File: src/rtl/mem_port_arbiter_pkg.sv
// Shared types for the unified-memory port arbiter: FSM states, bus word types, request bundle.
// Latency: n/a (type definitions only).
// Backpressure: n/a.
package mem_port_arbiter_pkg;

   localparam int ARB_ADDR_W = 8;
   localparam int ARB_DATA_W = 32;

   typedef enum logic [1:0] {
      ARB_IDLE,
      ARB_INST,
      ARB_DATA
   } ArbState;

   typedef logic [ARB_ADDR_W-1:0] MemAddr;
   typedef logic [ARB_DATA_W-1:0] Word;

   typedef struct packed {
      logic   req;
      logic   we;
      MemAddr addr;
      Word    wdata;
   } ArbReq;

endpackage

File: src/rtl/mem_arb_timer.sv
// Access sequencer: counts the cycles of one memory access from its grant edge.
// Latency: issue in the first cycle after start, done MEM_LAT cycles later.
// Backpressure: none; start is only honoured while idle.
module mem_arb_timer #(
   parameter int MEM_LAT = 2
) (
   input  logic clk,
   input  logic rst,
   input  logic start,
   output logic busy,
   output logic issue,
   output logic done
);
   import mem_port_arbiter_pkg::*;

   logic [3:0] cnt;

   // cnt starts at 0 on the grant edge and steps once per cycle until data is due
   always_ff @(posedge clk) begin
      if (rst) begin
         cnt  <= '0;
         busy <= 1'b0;
      end else if (start && !busy) begin
         cnt  <= '0;
         busy <= 1'b1;
      end else if (busy) begin
         if (done) begin
            cnt  <= '0;
            busy <= 1'b0;
         end else begin
            cnt <= cnt + 4'd1;
         end
      end
   end

   assign issue = busy && (cnt == 4'd0);
   assign done  = busy && (cnt == 4'(MEM_LAT));

endmodule

File: src/rtl/mem_port_arbiter.sv
// Shares one fixed-latency memory between fetch and data ports; optional fairness via MEM_ARB_FAIR_EN.
// Latency: req at t -> mem_en at t+1 -> valid pulse at t+2+MEM_LAT; grants spaced MEM_LAT+2 apart.
// Backpressure: requesters hold req until their valid pulse; stall_if/stall_m flag the wait.
module mem_port_arbiter #(
   parameter int ADDR_W = 8,
   parameter int DATA_W = 32,
`ifdef MEM_ARB_FAIR_EN
   parameter int STARVE_LIM = 4,
`endif
   parameter int MEM_LAT = 2
) (
   input  logic              clk,
   input  logic              rst,
   input  logic              if_req,
   input  logic [ADDR_W-1:0] if_addr,
   input  logic              if_flush,
   output logic              if_valid,
   output logic [DATA_W-1:0] if_rdata,
   input  logic              d_req,
   input  logic              d_we,
   input  logic [ADDR_W-1:0] d_addr,
   input  logic [DATA_W-1:0] d_wdata,
   output logic              d_valid,
   output logic [DATA_W-1:0] d_rdata,
   output logic              mem_en,
   output logic              mem_we,
   output logic [ADDR_W-1:0] mem_addr,
   output logic [DATA_W-1:0] mem_wdata,
   input  logic [DATA_W-1:0] mem_rdata,
   output logic              stall_if,
   output logic              stall_m
);
   import mem_port_arbiter_pkg::*;

   ArbState           state;
   logic              lat_we;
   logic [ADDR_W-1:0] lat_addr;
   logic [DATA_W-1:0] lat_wdata;
   logic              flush_flag;
   logic              i_elig;
   logic              d_elig;
   logic              grant_i;
   logic              grant_d;
   logic              t_busy;
   logic              t_issue;
   logic              t_done;
   logic              idle;

   // A port that just got its valid pulse is still showing the old request, so mask it.
   assign idle   = (state == ARB_IDLE);
   assign i_elig = if_req & ~if_valid & ~if_flush;
   assign d_elig = d_req & ~d_valid;

`ifdef MEM_ARB_FAIR_EN
   localparam int SW = (STARVE_LIM < 1) ? 1 : $clog2(STARVE_LIM + 1);

   logic [SW-1:0] starve_cnt;
   logic          fetch_turn;

   assign fetch_turn = (starve_cnt == SW'(STARVE_LIM)) & i_elig & d_elig;
   assign grant_d    = idle & d_elig & ~fetch_turn;
   assign grant_i    = idle & i_elig & (~d_elig | fetch_turn);

   // count data grants that bypassed a waiting fetch; saturates at the limit
   always_ff @(posedge clk) begin
      if (rst) begin
         starve_cnt <= '0;
      end else if (grant_i) begin
         starve_cnt <= '0;
      end else if (grant_d && if_req && (starve_cnt != SW'(STARVE_LIM))) begin
         starve_cnt <= starve_cnt + 1'b1;
      end
   end
`else
   assign grant_d = idle & d_elig;
   assign grant_i = idle & i_elig & ~d_elig;
`endif

   mem_arb_timer #(
      .MEM_LAT(MEM_LAT)
   ) u_timer (
      .clk   (clk),
      .rst   (rst),
      .start (grant_i | grant_d),
      .busy  (t_busy),
      .issue (t_issue),
      .done  (t_done)
   );

   // arbitration FSM: latch the winner, then return data and pulse valid when the timer expires
   always_ff @(posedge clk) begin
      if (rst) begin
         state      <= ARB_IDLE;
         lat_we     <= 1'b0;
         lat_addr   <= '0;
         lat_wdata  <= '0;
         flush_flag <= 1'b0;
         if_valid   <= 1'b0;
         d_valid    <= 1'b0;
         if_rdata   <= '0;
         d_rdata    <= '0;
      end else begin
         if_valid <= 1'b0;
         d_valid  <= 1'b0;
         case (state)
            ARB_IDLE: begin
               flush_flag <= 1'b0;
               if (grant_d) begin
                  state     <= ARB_DATA;
                  lat_we    <= d_we;
                  lat_addr  <= d_addr;
                  lat_wdata <= d_wdata;
               end else if (grant_i) begin
                  state     <= ARB_INST;
                  lat_we    <= 1'b0;
                  lat_addr  <= if_addr;
                  lat_wdata <= '0;
               end
            end
            ARB_INST: begin
               if (if_flush) begin
                  flush_flag <= 1'b1;
               end
               if (t_done) begin
                  state      <= ARB_IDLE;
                  flush_flag <= 1'b0;
                  // a killed fetch still occupies the memory but must not reach the pipeline
                  if (!(flush_flag || if_flush)) begin
                     if_valid <= 1'b1;
                     if_rdata <= mem_rdata;
                  end
               end
            end
            ARB_DATA: begin
               if (t_done) begin
                  state   <= ARB_IDLE;
                  d_valid <= 1'b1;
                  if (!lat_we) begin
                     d_rdata <= mem_rdata;
                  end
               end
            end
            default: state <= ARB_IDLE;
         endcase
      end
   end

   assign mem_en    = t_issue;
   assign mem_we    = t_busy & lat_we;
   assign mem_addr  = t_busy ? lat_addr : '0;
   assign mem_wdata = t_busy ? lat_wdata : '0;

   assign stall_if = if_req & ~if_valid;
   assign stall_m  = d_req & ~d_valid;

endmodule

File: config.mk
export PLATFORM = sky130hd
export DESIGN_NAME = mem_port_arbiter
export DESIGN_NICKNAME = d
export VERILOG_FILES = /design/src/rtl/mem_port_arbiter_pkg.sv /design/src/rtl/mem_arb_timer.sv /design/src/rtl/mem_port_arbiter.sv
export SDC_FILE = /design/constraint.sdc
export NUM_CORES = 1
export LEC_CHECK = 0
export CORE_MARGIN = 8
export CORE_UTILIZATION = 39
export DETAILED_ROUTE_END_ITERATION = 10
export PLACE_DENSITY = 0.74
export SYNTH_ARGS = -nofsm -noshare
export SYNTH_HDL_FRONTEND = slang
export SYNTH_SLANG_ARGS = --single-unit
export TNS_END_PERCENT = 50
File: constraint.sdc
create_clock -name clk -period 1.6 [get_ports clk]
set_input_delay 0.16 -clock clk [delete_from_list [all_inputs] [get_ports clk]]
set_output_delay 0.16 -clock clk [all_outputs]
set_load 0.01 [all_outputs]
==> results.md <==
* CTS tree: built
* Mapped Cells at 594
* # IOs at 196
* Post-DP HPWL at 12.1 mm
* Synth Net Count at 686
* Initial antenna violation count at 0
* Yosys cell types at 37
* Min Clock Period, post-route at 1.61 ns
* P per Cell Area at 1130 nW/um2
* Fin. max-slew vios at 0
* Critical Path End Type: primary output
* CTS buffer count at 17
* CP arrival at 1.45 ns
* Root buffer cell: clkbuf_16
* Final-stage net count at 887
* Setup TNS at -0.0409 ns
* Area after detailed placement at ~7300 um2
* Mean Syn Cell Area at 8.38 um2
* Iter 0 DRT Violations at between 300 and 400
* Share of layout cells above drive strength 1 at 15.5%
* Hold Path Stages at 2
* Period utilisation layout at 101%
* Post-synthesis register bit count at 115
* N_diodes at 0
* Design Area, Final at 8380 um2
* Total Power at 9.50 mW
* GRT overflow at 0
* WHS Endpoint: d_rdata[25]
* WS Path Type: reg2out
* Drt pass-1 iters at 6
* Num rows at 41
* Worst Clk Skew at 0.00852 ns
* CTS sink cnt at 115
* Clk slew on worst S/H paths at 0.06 ns
* Skew-Pair Late Insertion Delay at 0.41 ns
* Cell Chain, Critical Path: inv_4, buf_4, ha_1, nor4bb_4, buf_4
* Post-synth EDFFs at 0
* Startpoint Class: flip-flop
* Fmax at 621 MHz
* Vias/cell at 5.39
* Unrepaired setup endpoints after global routing: yes
* Fin worst setup slack at -0.0104 ns
* Largest net degree at the start of global routing at 50
* Reg2reg start: u_timer.cnt[0]
* Hold path startpoint: rst
* FF-to-FF path depth at 7
* Slew @ Worst Pin at 0.352 ns
* CP max FO at 4
* Most common cell on crit path: buf_4
* Vias in the first global route at 5255
* Synth Warn # at 0
* Peak supply drop at approximately 0.7 mV
* CP peak stage delay at 0.35 ns
* Max-cap violations at 0
* Starting density of the core at approximately two fifths
* Die width at 129 um
* DR vias at 5286
* Overall Global Routing Usage at between 20% and 30%
* WL/cell at 19.0 um
* Most area-hungry cell type in the Yosys netlist: dfxtp_1
* Clk buf depth at 2
* Reg2Reg Setup Slack at -0.01 ns
* DIE AREA at 16600 um2
* Leak pwr at roughly 3 nW
* Data required, critical path at 1.44 ns
* CP max stage cell: dfxtp_4
* Share of synthesized flip-flops with an asynchronous set or reset at 0%
* H-tree depth at 4
* FF-to-FF End: if_rdata[27]
* Final Hold Fails at 0
* Setup violations, final at 8
* Synth top cells by count: 115 x dfxtp_1, 70 x a21oi_1, 67 x nand3_1
* Area share of the leading cell type in the synthesized netlist at between 40 and 50%
* Routed Wire Length at 18.6 mm
* Failing checks: setup timing
* First-pass GRT wire length at 27.4 mm
* Pre-CTS WS at -0.178 ns
* Routability cong. at 0.832
* ANT nets after route at 0
* Top delay family on crit path: flip-flops
* PortBufs at 195
* Hold crit path type: in2reg
* Layout overhead on the synthesized area at 68.2%
* Ranking of synthesized cells by area: dfxtp_1 46%, a21oi_1 7.0%, nand3_1 6.7%
* # hold bufs at CTS at 0
* Buf+Inv Stages, Crit Path at 3
* Die height at 129 um
* Primary flip-flop cell chosen by synthesis mapping: dfxtp_1
* Drt drc at 0
* Core Area at ~13000 um2
* Sequential share of the synthesized area at 46.2%
* Cell area after synthesis at 4980 um2
* Max_slew headroom at approximately 77%
* Status: finished with violations
* Count leader, synth: dfxtp_1
-- metrics by stage --
| step | instances | util (%) | hold WS (ns) |
|---|---|---|---|
| floorplan | 594 | - | 0.295 |
| global placement | 935 | 58.1 | 0.445 |
| detailed placement | 935 | 58.1 | 0.446 |
| CTS | 970 | 64.1 | 0.123 |
| global route | 980 | 66.6 | 0.150 |
| finish | 980 | 66.6 | 0.154 |
-- logic make-up (layout without fill, tap and decap cells) --
| logic type | count (synthesis) | in the layout | share of synthesized area [%] |
|---|---|---|---|
| compound gates | 169 | 169 | 22.0 |
| flops | 115 | 115 | 46.2 |
| xor+xnor | 2 | 2 | 0.352 |
| simple gates | 201 | 201 | 20.6 |
| fa+ha+maj | 6 | 6 | 1.51 |
| mux | 6 | 6 | 1.21 |
| buf+inv | 95 | 309 | 8.07 |
-- cell usage in the layout (no fill, tap or decap), types with 8 or more instances in the layout --
cell and n:
a311oi_1 28, nand3_1 67, clkdlybuf4s15_1 23, buf_12 10, clkbuf_16 23, o21ai_0 32, nand2_1 61, a31o_1 26
nor3_1 8, clkdlybuf4s50_1 150, dfxtp_1 109, dlygate4sd2_1 9, buf_4 29, inv_1 31, a21oi_1 67, and2_1 42
-- layout make-up --
class / count / area, um2
Sequential cell: 115 / 2310
Timing Repair Buffer: 245 / 2580
Tap cell: 172 / 215
Clock buffer: 20 / 467
Inverter: 32 / 123
Multi-Input combinational cell: 384 / 2450
Clock inverter: 12 / 226
Fill cell: 1012 / 4190
-- repair_timing --
action / 4_1_cts / 5_1_grt
pin swaps: 6 / 4
gates resized for setup: 72 / 61
setup buffers: 1 / 4
hold endpoints to repair: 0 / 0
endpoints found under the setup margin: 91 / 107
cloned: 2 / 7
-- registers in the layout, indices dropped and copies added (netlist names) --
register	cells
d_rdata	32
d_valid	1
flush_flag	1
if_rdata	32
if_valid	1
lat_addr	8
lat_wdata	32
lat_we	1
state	2
u_timer.busy	1
u_timer.cnt	4
-- report_power, final --
group	internal [mW]	total, mW	switching, mW
logic	0.918	1.96	1.05
registers	3.04	3.14	0.0990
clock network	3.05	4.39	1.34
-- metal layers --
layer / wire length [um] / GRT usage [%]
met5: 0 / 0
met2: 9560 / 36.1
met1: 7180 / 22.8
met3: 1390 / 6.70
met4: 506 / 10.4
-- worst max-delay path by stage --
stage | to | from | depth (start not counted)
global placement | lat_addr[6] | if_req | 5
CTS | mem_en | u_timer.cnt[0] | 5
detailed placement | lat_addr[5] | if_req | 5
global route | mem_en | u_timer.cnt[0] | 5
floorplan | if_rdata[20] | u_timer.cnt[0] | 8
finish | mem_en | u_timer.cnt[0] | 5
-- worst reg2reg max path: cells and delay by family (launching register included) --
| family | cells | cell delay, ns |
|---|---|---|
| flip-flops | 1 | 0.35 |
| AND/OR/NAND/NOR | 2 | 0.49 |
| multiplexers | 1 | 0.19 |
| adder cells (fa/ha/maj) | 1 | 0.12 |
| buffers and inverters | 3 | 0.39 |
Power figures use the tool's default switching activity.
